`src/rtl/tick_scan_pkg.sv`:
```
// Shared constants, types and helpers for the tick/scan timebase.
package tick_scan_pkg;

   // Upper bound on multiplexed digits and the index width that covers it
   localparam int unsigned MAX_DIGITS = 8;
   localparam int unsigned IDX_W_MAX  = 3;

   // Number of high scan-counter bits compared against brightness
   localparam int unsigned PWM_BITS = 4;

   // Digit index widened to the largest supported display
   typedef logic [IDX_W_MAX-1:0] digit_sel_t;

   // Width needed to hold 0..n-1, never less than one bit
   function automatic int unsigned clog2_min1(input int unsigned n);
      return (n <= 2) ? 1 : int'($clog2(n));
   endfunction

   // Clock divide ratio between system clock and tick rate
   function automatic int unsigned calc_div(input int unsigned clk_hz,
                                            input int unsigned tick_hz);
      return (tick_hz == 0) ? 0 : clk_hz / tick_hz;
   endfunction

endpackage

```
`src/rtl/pulse_div.sv`:
```
// Enable-gated modulo-DIV counter emitting a registered one-cycle pulse on terminal count.
module pulse_div
   import tick_scan_pkg::*;
#(
   parameter int unsigned DIV = 10
) (
   input  logic clock,
   input  logic reset_n,
   input  logic en,
   input  logic clr,
   output logic pulse
);

   localparam int unsigned CNT_W = clog2_min1(DIV);
   localparam logic [CNT_W-1:0] LAST_CNT = CNT_W'(DIV - 1);

   if (DIV < 2) begin : g_bad_div
      $error("pulse_div: DIV must be at least 2");
   end

   logic [CNT_W-1:0] r_cnt;
   logic [CNT_W-1:0] w_cnt_nxt;
   logic             r_pulse;
   logic             w_pulse_nxt;

   // Next count: clear wins, disabled holds, terminal count wraps and fires the pulse
   always_comb begin
      w_cnt_nxt   = r_cnt;
      w_pulse_nxt = 1'b0;
      if (clr) begin
         w_cnt_nxt = '0;
      end else if (en) begin
         if (r_cnt == LAST_CNT) begin
            w_cnt_nxt   = '0;
            w_pulse_nxt = 1'b1;
         end else begin
            w_cnt_nxt = r_cnt + CNT_W'(1);
         end
      end
   end

   // Counter and pulse registers
   always_ff @(posedge clock or negedge reset_n) begin
      if (!reset_n) begin
         r_cnt   <= '0;
         r_pulse <= 1'b0;
      end else begin
         r_cnt   <= w_cnt_nxt;
         r_pulse <= w_pulse_nxt;
      end
   end

   assign pulse = r_pulse;

endmodule

```
`src/rtl/tick_scan_gen.sv`:
```
// Timebase tick generator plus free-running multiplexed-display digit scanner.
// Optional macro TICK_SCAN_PWM_EN adds a 4-bit brightness input that duty-cycles
// the active anode within each digit slot.
module tick_scan_gen
   import tick_scan_pkg::*;
#(
   parameter int unsigned CLK_HZ        = 100000000,
   parameter int unsigned TICK_HZ       = 1,
   parameter int unsigned NUM_DIGITS    = 4,
   parameter int unsigned SCAN_DIV_BITS = 16
) (
   input  logic                                clock,
   input  logic                                reset_n,
   input  logic                                enable,
   input  logic                                clear,
   input  logic [NUM_DIGITS-1:0]               digit_mask,
`ifdef TICK_SCAN_PWM_EN
   input  logic [PWM_BITS-1:0]                 brightness,
`endif
   output logic                                tick,
   output logic [NUM_DIGITS-1:0]               an,
   output logic [clog2_min1(NUM_DIGITS)-1:0]   digit_idx
);

   localparam int unsigned DIV   = calc_div(CLK_HZ, TICK_HZ);
   localparam int unsigned IDX_W = clog2_min1(NUM_DIGITS);
   localparam logic [IDX_W-1:0] LAST_IDX = IDX_W'(NUM_DIGITS - 1);

   if (DIV < 2) begin : g_bad_div
      $error("tick_scan_gen: CLK_HZ/TICK_HZ must be at least 2");
   end
   if (NUM_DIGITS < 1 || NUM_DIGITS > MAX_DIGITS) begin : g_bad_digits
      $error("tick_scan_gen: NUM_DIGITS must be 1..8");
   end
   if (SCAN_DIV_BITS < 4) begin : g_bad_scan
      $error("tick_scan_gen: SCAN_DIV_BITS must be at least 4");
   end

   pulse_div #(
      .DIV (DIV)
   ) u_tick_div (
      .clock   (clock),
      .reset_n (reset_n),
      .en      (enable),
      .clr     (clear),
      .pulse   (tick)
   );

   logic [SCAN_DIV_BITS-1:0] r_scan_cnt;
   logic [SCAN_DIV_BITS-1:0] w_scan_nxt;
   logic [IDX_W-1:0]         r_digit_idx;
   logic [IDX_W-1:0]         w_idx_nxt;
   logic [NUM_DIGITS-1:0]    r_an;
   logic [NUM_DIGITS-1:0]    w_an_nxt;
   logic                     w_lit;

   // Scan counter and digit index advance; clear restarts both at digit 0
   always_comb begin
      w_scan_nxt = r_scan_cnt + SCAN_DIV_BITS'(1);
      w_idx_nxt  = r_digit_idx;
      if (clear) begin
         w_scan_nxt = '0;
         w_idx_nxt  = '0;
      end else if (&r_scan_cnt) begin
         w_idx_nxt = (r_digit_idx == LAST_IDX) ? '0 : r_digit_idx + IDX_W'(1);
      end
   end

   // Anode decode from the next index so an and digit_idx change on the same edge
   always_comb begin
`ifdef TICK_SCAN_PWM_EN
      w_lit = (w_scan_nxt[SCAN_DIV_BITS-1 -: PWM_BITS] < brightness);
`else
      w_lit = 1'b1;
`endif
      w_an_nxt = '1;
      for (int i = 0; i < NUM_DIGITS; i++) begin
         if (w_lit && digit_mask[i] && (digit_sel_t'(w_idx_nxt) == digit_sel_t'(i))) begin
            w_an_nxt[i] = 1'b0;
         end
      end
   end

   // Scanner state and registered anode enables
   always_ff @(posedge clock or negedge reset_n) begin
      if (!reset_n) begin
         r_scan_cnt  <= '0;
         r_digit_idx <= '0;
         r_an        <= '1;
      end else begin
         r_scan_cnt  <= w_scan_nxt;
         r_digit_idx <= w_idx_nxt;
         r_an        <= w_an_nxt;
      end
   end

   assign an        = r_an;
   assign digit_idx = r_digit_idx;

endmodule

```
`config.mk`:
```
export PLATFORM = sky130hd
export DESIGN_NAME = tick_scan_gen
export DESIGN_NICKNAME = d
export VERILOG_FILES = /design/src/rtl/tick_scan_pkg.sv /design/src/rtl/pulse_div.sv /design/src/rtl/tick_scan_gen.sv
export SDC_FILE = /design/constraint.sdc
export NUM_CORES = 1
export LEC_CHECK = 0
export CAP_MARGIN = 20
export CORE_MARGIN = 3
export CORE_UTILIZATION = 46
export DETAILED_ROUTE_END_ITERATION = 7
export PLACE_DENSITY_LB_ADDON = 0.2
export RECOVER_POWER = 100
export REMOVE_ABC_BUFFERS = 1
export SYNTH_ARGS = -nofsm -noshare
export SYNTH_HDL_FRONTEND = slang
export SYNTH_SLANG_ARGS = --single-unit
export TNS_END_PERCENT = 30
```
`constraint.sdc`:
```
create_clock -name clock -period 1.8 [get_ports clock]
set_clock_uncertainty 0.1 [all_clocks]
set_input_delay 0.18 -clock clock [delete_from_list [all_inputs] [get_ports clock]]
set_output_delay 0.18 -clock clock [all_outputs]
set_load 0.03 [all_outputs]
```
==> results of run 1 <==
-- cell usage in the layout (no fill, tap or decap), types with 3 or more instances in the layout --
master,synthesis,routed
dfrtp_1,46,46
clkdlybuf4s50_1,0,5
dfstp_2,4,4
nor2_4,0,3
nor4_4,2,3
o211ai_1,4,4
and3_1,8,7
nor3b_1,4,4
clkbuf_8,0,5
a21oi_1,9,7
clkbuf_1,8,12
nand2_1,28,28
buf_6,0,9
xor2_1,18,18
inv_1,9,9
dlygate4sd3_1,0,3
xnor2_1,8,8
nand4_1,16,16
and4_1,5,5
nor3_1,6,6
nand3_1,16,12
nor2_1,37,34
buf_4,0,63
nor4_1,6,4
-- per-layer routing --
layer,share of wire [%],GRT usage [%],vias up
li1,-,-,1189
met3,4.6,3.905,8
met5,0,0,-
met1,45,30.27,1212
met2,49,34.70,54
met4,1.1,5.648,0
-- report_power, final --
group,internal [mW],switching [mW],leakage (nW)
clock network,0.424,0.421,0.0563
logic,0.0607,0.0866,0.885
registers,1.13,0.00907,0.681
-- worst max-delay path, delay by kind of cell, from the launching register on --
kind	cells	cell delay, ns
AOI/OAI and AO/OA	1	0.14
buffers and inverters	1	0.19
DFF	1	0.45
and+or+nand+nor	4	0.99
-- sequential cells by signal, indices dropped and copies added, names as in the netlist --
| name | cells |
|---|---|
| digit_idx | 2 |
| an | 4 |
| r_scan_cnt | 16 |
| u_tick_div.pulse | 1 |
| u_tick_div.r_cnt | 27 |
-- logic make-up after synthesis --
group,Yosys count
mux,1
xor+xnor,26
flops,50
simple gates,146
compound gates,34
buf+inv,22
fa+ha+maj,3
-- what timing repair did --
action,in CTS,in global routing
buffers inserted,8,5
cloned,0,1
resized for setup,16,39
pin swaps,11,20
hold buffers,1,0
endpoints found under the setup margin,25,37
endpoints found under the hold margin,17,0
-- worst min path at each step --
| stage | from | to | slack [ns] | cells after the start |
|---|---|---|---|---|
| 4_1_cts | digit_mask[0] | an[0]$_DFF_PN1_ | 0.27 | 2 |
| 3_5_place_dp | reset_n | u_tick_div.r_cnt[11]$_DFFE_PN0P_ | 0.09 | 1 |
| 2_1_floorplan | reset_n | digit_idx[0]$_DFF_PN0_ | -0.22 | 0 |
| 5_1_grt | digit_mask[0] | an[0]$_DFF_PN1_ | 0.27 | 2 |
| 3_3_place_gp | reset_n | u_tick_div.r_cnt[9]$_DFFE_PN0P_ | 0.09 | 1 |
| 6_report | digit_mask[0] | an[0]$_DFF_PN1_ | 0.27 | 2 |
-- through the flow --
stage | util (%) | setup TNS, ns | hold slack (ns)
finish | 67.12 | -1.521 | 0.2711
global route | 67.12 | -6.108 | 0.2683
CTS | 64.62 | -1.147 | 0.2671
detailed placement | 59.98 | -2.460 | 0.08805
global placement | 59.98 | -1.080 | 0.08682
floorplan | - | -2.073 | -0.2156
-- layout make-up --
cell class	instances	area, um^2
Sequential cell	50	1256
Clock inverter	3	48.80
Timing Repair Buffer	93	719.4
Inverter	10	37.54
Multi-Input combinational cell	210	1520
Fill cell	455	1833
Tap cell	72	90.09
Clock buffer	5	68.82
==> summary.txt, run 1 <==
Clocking
  – Clock buffer count from CTS: 5
  – Worst-skew pair later-pin latency: 0.31 ns
  – Clk Tree Root Cell: clkbuf_8
  – Clock sink count: 50
  – Clock slew at reported path FFs: 0.11 ns
  – H-tree depth: 2
  – Deepest clock path buffer count: 2
  – CTS tree: built

Worst hold path
  – HP Class: input pin to flop

Power and ir drop
  – Overall Power: 2.135 mW
  – Cell area power density: 570.6 nW/um^2
  – Leakage: 1.622 nW
  – Maximum VDD drop: 0.4046 mV

Layout
  – Non-filler cells in the finished layout: 443
  – Nets: 381
  – Area growth, synth to finish: 39.33%
  – Layout cell share with drive strength beyond 1: 32.61%
  – Diodes inserted: 0
  – Final Cell Area: 3741 um^2

Synthesis
  – Syn Inst Count: 282
  – Synth top cells by count: dfrtp_1, nor2_1, nand2_1
  – Prevailing post-synth register cell: dfrtp_1
  – #FFs+latches synth: 50
  – Synth unique cells: 46
  – Post-Synth XOR/XNOR Area: 8.481%
  – Average size of a mapped cell: 9.522 um^2
  – Synth Area in Adders: 1.398%
  – Cell accounting for the most synthesized area: dfrtp_1
  – Area contributors post-synth: dfrtp_1, xor2_1, nor2_1, dfstp_2, nand2_1
  – Synth Area in Compound Gates: 9.553%
  – Largest family of logic cells by synthesized area: simple AND/OR/NAND/NOR gates
  – YS warnings: 0
  – Post-synth ARST share: 100.0%
  – Number of synthesized flops with an enable pin: 0
  – Yosys top cell area share: 42.87%
  – Most numerous cell in the Yosys netlist: dfrtp_1
  – Synth Cell Area: 2685 um^2
  – Simple-gate area share of the yosys netlist: 30.20%
  – Mux contribution to synthesized area: 0.4194%
  – Sequential share of the synthesized area: 46.78%

Place
  – PortBufs: 14
  – Placed Cells: 420
  – Dpl ws: -0.1983 ns
  – Final HPWL DP: 4.588 mm
  – GPL Wtd Cong: 0.8500
  – Placed inst area: 3343 um^2

Global routing
  – Largest net degree at the start of global routing: 23
  – Global-route wire length before repair: 11.34 mm
  – Vias in the first global route: 2,392
  – GRT Total Usage: 21.71%
  – Global route overflow: 0
  – Initial antenna violation count: 0

Worst setup path
  – Most used cell, CP: nand4_1
  – CP max stage delay: 0.45 ns
  – Worst R2R Setup Slack: -0.13 ns
  – Startpoint types: flop
  – CP Capture Type: flop
  – Crit-path cells: nand4_1, buf_4, nor4_4, nand4_1, or3_1, a21oi_1
  – Max FO, Critical Path: 5
  – Worst R2R Start: u_tick_div.r_cnt[10]$_DFFE_PN0P_
  – Crit Path Class: flop to flop
  – End of the critical path: u_tick_div.r_cnt[19]$_DFFE_PN0P_
  – CP startpoint: u_tick_div.r_cnt[10]$_DFFE_PN0P_
  – CP Data Required Time: 1.95 ns
  – Critical path arrival: 2.08 ns
  – Critical Path Slowest Stage Cell: dfrtp_1
  – Reg2Reg Depth: 6
  – Worst R2R End: u_tick_div.r_cnt[19]$_DFFE_PN0P_

STA
  – Worst-Margin Slew: 1.238 ns
  – Minimum clock period: 1.930 ns
  – Slew headroom: 17.45%
  – Final Max Slew Viols: 0
  – RSZ-0062 raised after global routing: true
  – Setup ws final: -0.1297 ns
  – Hold Fails Final Rpt: 0
  – Final setup fails: 21
  – Fin crit share: 107.2%
  – Fmax: 518.2 MHz

Run status
  – Violated checks: setup timing
  – Status: complete, but fails checks

Die
  – Num rows: 27
  – Ports: 15
  – Full die area: 6790 um^2
  – Core area: 5574 um^2
  – Initial Util: 48.17%
  – DIE WIDTH: 82.40 um
  – Die Ht: 82.40 um

Route
  – DRC Markers: 0
  – Avg WL per Cell: 15.72 um
  – Vias/cell: 5.560
  – WL final: 6.963 mm
  – Vias: 2,463
  – DR iter-0 viols: 160
  – Routed Antenna Nets: 0
  – Initial DRT Pass Iterations: 4

Flow run
  – Total of max-cap violations: 0
Note: power is estimated with default switching activity, not from simulation.
==> run 2: changes to the inputs <==
--- a/config.mk
+++ b/config.mk
@@ -7,7 +7,7 @@
 export LEC_CHECK = 0
 export CAP_MARGIN = 20
 export CORE_MARGIN = 3
-export CORE_UTILIZATION = 46
+export CORE_UTILIZATION = 35
 export DETAILED_ROUTE_END_ITERATION = 7
 export PLACE_DENSITY_LB_ADDON = 0.2
 export RECOVER_POWER = 100
==> run 2 against run 1 <==
Effect of this change:
- the flow still finishes with violations (setup timing)
- routed wire length is 2.9% lower
- utilization is 17 points lower
- non-clock buffer count is 7 lower
- clock-buffer cell count stayed put
- cell area is 1.2% lower
- clock power is 13% higher
- sequential share of layout area is 0.42 points higher
- combinational power is 7% lower
- power is 4.4% higher
- setup slack better by 0.021 ns
- sequential cell count stayed put
- maximum frequency is 1.1% higher
- critical path type unchanged
==> summary.txt, run 2 (synthesized netlist as in run 1, its figures left out) <==
Run status
  – Status: complete, but fails checks
  – Violated checks: setup timing

Die
  – Initial Util: 36.63% (-12 points)
  – Num rows: 31 (+15%)
  – Core area: 7331 um^2 (+32%)
  – DIE WIDTH: 93.59 um (+14%)
  – Full die area: 8758 um^2 (+29%)
  – Ports: 15 (unchanged)
  – Die Ht: 93.59 um (+14%)

Route
  – Initial DRT Pass Iterations: 4 (unchanged)
  – Routed Antenna Nets: 0 (unchanged)
  – DRC Markers: 0 (unchanged)
  – DR iter-0 viols: 69 (-57%)
  – Vias: 2,369 (-3.8%)
  – Vias/cell: 5.117 (-8.0%)
  – Avg WL per Cell: 14.60 um (-7.1%)
  – WL final: 6.762 mm (-2.9%)

Layout
  – Max reg flops: 27 (unchanged)
  – Commonest non-fill, non-tap cells in the layout: buf_4, dfrtp_1, nor2_1
  – Area growth, synth to finish: 37.60%
  – FF/Latch Area: 1256 um^2 (unchanged)
  – Fill cell count: 683 (+50%)
  – Layout cell share with drive strength beyond 1: 30.49% (-2.1 points)
  – Most common cell after layout, fill and taps aside: buf_4
  – Diodes inserted: 0 (unchanged)
  – Nets: 374 (-1.8%)
  – Multi-input gate area: 1456 um^2 (-4.2%)
  – Final Util: 50.40% (-17 points)
  – Largest register by flop count: u_tick_div.r_cnt

STA
  – Final Max Slew Viols: 0 (unchanged)
  – Worst-Margin Slew: 1.254 ns (+0.01621 ns)
  – Final setup fails: 17 (-19%)
  – Fmax: 524.0 MHz (+1.1%)
  – Hold Fails Final Rpt: 0 (unchanged)
  – Setup TNS: -0.7390 ns (+0.7819 ns)
  – RSZ-0062 raised after global routing: true
  – Setup ws final: -0.1085 ns (+0.02124 ns)
  – Minimum clock period: 1.908 ns (-0.02124 ns)
  – Fin crit share: 106.0% (-1.2 points)
  – Slew headroom: 16.37% (-1.1 points)

Global routing
  – Global-route wire length before repair: 11.45 mm (+0.92%)
  – Initial antenna violation count: 0 (unchanged)
  – GRT Total Usage: 16.25% (-5.5 points)
  – Vias in the first global route: 2,416 (+1.0%)
  – Global route overflow: 0 (unchanged)
  – Largest net degree at the start of global routing: 51 (+120%)

Clocking
  – Worst-skew pair later-pin latency: 0.31 ns (about the same)
  – Clock slew at reported path FFs: 0.10 ns (about the same)
  – Clock sink count: 50 (unchanged)
  – CTS tree: built
  – Clock buffer count from CTS: 5 (unchanged)
  – H-tree depth: 2 (unchanged)
  – Deepest clock path buffer count: 2 (unchanged)
  – Clk Tree Root Cell: clkbuf_8

Worst setup path
  – CP Data Required Time: 1.90 ns (-0.05 ns)
  – Crit Path Class: flop to flop
  – Critical path arrival: 2.01 ns (-0.07 ns)
  – CP Capture Type: flop
  – Reg2Reg Depth: 6 (unchanged)
  – Startpoint types: flop
  – Max FO, Critical Path: 4 (-1)

Worst hold path
  – Hold Path Cell Cnt: 2 (unchanged)
  – HP Class: input pin to flop

Power and ir drop
  – Cell area power density: 603.3 nW/um^2 (+5.7%)
  – Leakage: 1.660 nW (+2.3%)
  – Maximum VDD drop: 0.4197 mV (+3.7%)

Flow run
  – Total of max-cap violations: 0 (unchanged)

Place
  – PortBufs: 14 (unchanged)
  – GPL Wtd Cong: 0.8121 (-4.5%)
  – Dpl ws: -0.1836 ns (+0.01472 ns)
  – Final HPWL DP: 4.755 mm (+3.6%)
-- run 2: changes by cell type in the layout (fill, tap and decap cells not counted), moves of 3 or more --
cell | previous run | this run
dlymetal6s2s_1 | 0 | 3
clkbuf_1 | 12 | 2
dlygate4sd2_1 | 0 | 3
nor2_4 | 3 | 0
a21boi_0 | 1 | 4
buf_6 | 9 | 3
-- run 2: worst paths after layout --
path	slack, ns	from	end
worst min register to register	0.45	r_scan_cnt[14]$_DFF_PN0_	r_scan_cnt[14]$_DFF_PN0_
worst max register to register	-0.11	u_tick_div.r_cnt[6]$_DFFE_PN0P_	u_tick_div.r_cnt[23]$_DFFE_PN0P_
worst min-delay path	0.27	digit_mask[0]	an[0]$_DFF_PN1_
max in group asynchronous	0.18	reset_n	u_tick_div.r_cnt[24]$_DFFE_PN0P_
worst max-delay path	-0.11	u_tick_div.r_cnt[6]$_DFFE_PN0P_	u_tick_div.r_cnt[23]$_DFFE_PN0P_
min in group asynchronous	0.65	reset_n	u_tick_div.r_cnt[11]$_DFFE_PN0P_
-- run 2: per-stage QoR --
stage,total power [mW],instances,hold slack [ns],cell area [um^2]
2_1_floorplan,1.194,270,-0.2156,2638
3_3_place_gp,1.298,444,0.09241,3367
3_5_place_dp,1.300,444,0.09369,3367
4_1_cts,2.266,458,0.2695,3601
5_1_grt,2.320,463,0.2801,3695
6_report,2.229,463,0.2683,3695
-- run 2: worst max-delay path, cell delays in order (launching register included) --
cell     delay (ns)
dfrtp_1        0.37
buf_4          0.12
nand2_2        0.05
or4_4          0.52
o41ai_4        0.34
nor4b_1        0.10
a31o_1         0.19
-- run 2: where the power goes --
group / leakage [nW] / total [mW] / switching (mW) / internal (mW)
Combinational: 0.911 / 0.136 / 0.0818 / 0.0538
Clock: 0.0683 / 0.953 / 0.396 / 0.557
Sequential: 0.681 / 1.14 / 0.00741 / 1.13
-- run 2: layout make-up --
type	count	share of cell area, %
Multi-Input combinational cell	210	39.42
Clock buffer	5	1.863
Clock inverter	3	1.863
Tap cell	99	3.353
Inverter	10	1.016
Timing Repair Buffer	86	18.49
Sequential cell	50	34.00
-- run 2: metal layers --
metal	vias up	global-route usage (%)	share of wire, %
met3	12	3.057	2.5
met1	1155	20.97	45
met5	-	0	0
met2	24	27.93	51
li1	1178	-	-
met4	0	4.212	1.3
-- run 2: timing repair --
| item | in CTS | in global routing |
|---|---|---|
| pin swaps | 10 | 7 |
| setup buffers | 5 | 5 |
| endpoints found under the setup margin | 31 | 36 |
| hold endpoints to repair | 46 | 0 |
| gates resized for setup | 15 | 17 |
| hold buffers | 1 | 0 |
==> RTL change: new RTL, config.mk and constraints of run 2 <==
Build with the macro `TICK_SCAN_PWM_EN` defined.
--- a/src/rtl/tick_scan_gen.sv
+++ b/src/rtl/tick_scan_gen.sv
@@ -2,4 +2,6 @@
 // Optional macro TICK_SCAN_PWM_EN adds a 4-bit brightness input that duty-cycles
 // the active anode within each digit slot.
+`define TICK_SCAN_PWM_EN
+
 module tick_scan_gen
    import tick_scan_pkg::*;
Ports: changed (added brightness); port bits go from 15 to 19. No check against the original RTL was run, so the function may have changed too.
==> RTL change against run 2 <==
The run still ends with setup timing left; sequential cell count is the same; final area down 4.4%; power decreased by 13%; synthesized area is 4.9% lower; synthesized cell count decreased by 9.2%; setup slack lost 0.56 ns; wire length is 15% lower.
==> RTL change: results (changes against run 2) <==
Clock network
  • Setup Buffers After CTS: 3 (was 5)
  • Cts repair resizes: 21 (was 15)

Routing
  • Vias per inst: 4.90 (was 5.12)
  • Initial DRC count: 115 (was 69)
  • Met3 wire len: 156 um (was 168 um)
  • WL met1: 2880 um (was 3060 um)
  • DR WL/cell: 13.1 um (was 14.6 um)

Synth
  • Synth Area in Adders: 2.94% (was 1.40%)
  • Post-synthesis cell type count: 50 (was 46)
  • Synth area leaders: dfrtp_1, xor2_1, nor2_1 (unchanged)
  • Post-synthesis mux area share: 0.784% (was 0.419%)
  • Post-Synth XOR/XNOR Area: 10.6% (was 8.48%)
  • Top cells by count, synth: dfrtp_1, nor2_1, xor2_1 (was dfrtp_1, nor2_1, nand2_1)
  • Sequential cell area fraction in the yosys report: 49.2% (was 46.8%)

Cells and area
  • ClkCell Share: 2.34% (was 3.73%)
  • Non-clock buffers: 88 (was 86)
  • Layout cell share with drive strength beyond 1: 31.3% (was 30.5%)
  • Final Instance Area: 3530 um^2 (was 3690 um^2)
  • # clk buffers: 6 (was 5)
  • Multi-input gate share of total cell area: 37.7% (was 39.4%)
  • Multi-input comb cells: 189 (was 210)
  • Seq area share: 35.6% (was 34.0%)

Global route
  • Pin count of the biggest net entering global routing: 32 (was 51)
  • Vias in the first global route: 2167 (was 2416)
  • GR Util met3: 2.24% (was 3.06%)
  • GR Util met2: 22.3% (was 27.9%)
  • Global-route wire length before repair: 9760 um (was 11400 um)

Power
  • P_leak: 1.54 nW (was 1.66 nW)
  • Switching share of total power: 24.2% (was 21.8%)
  • Clock Power Share: 33.3% (was 42.7%)
  • Combinational power share: 8.0% (was 6.1%)

Placed design
  • # port buffers: 18 (was 14)
  • Setup WS pre-CTS: -0.704 ns (was -0.184 ns)

Worst setup path
  • Crit-path max cell delay: 0.45 ns (was 0.52 ns)
  • CP max stage cell: or4b_1 (was or4_4)

STA
  • # setup viols final: 32 (was 17)
  • Final critical-path setup slack: -0.672 ns (was -0.108 ns)
  • Slew headroom: 22.3% (was 16.4%)

Outcome
  • Failing checks: setup timing (unchanged)
  • Status: finished, violations left (unchanged)
[RTL change: cell count changes in the layout (fill, tap and decap cells not counted), sizes merged, moves of 5 or more]
cell	before	now
nand2	29	19
nor4	9	1
clkdlybuf4s50	7	14
and3	10	5
nor2	37	42
[RTL change: final timing paths]
path | slack (ns) | start | cells past startpoint | end
worst max-delay path | -0.67 | r_scan_cnt[0] | 11 | an[1]
min in group asynchronous | 0.53 | reset_n | 2 | u_tick_div.r_cnt[21]
worst min-delay path | 0.30 | digit_mask[2] | 2 | an[2]
worst max register to register | -0.67 | r_scan_cnt[0] | 11 | an[1]
max in group asynchronous | 0.15 | reset_n | 3 | an[3]
worst min register to register | 0.40 | r_scan_cnt[0] | 1 | r_scan_cnt[0]
[RTL change: through the flow]
stage	utilization [%]	instances
after floorplan	-	249
after CTS	50.2	439
after global placement	47.5	427
after detailed placement	47.5	427
after global routing	50.9	441
final	50.9	441
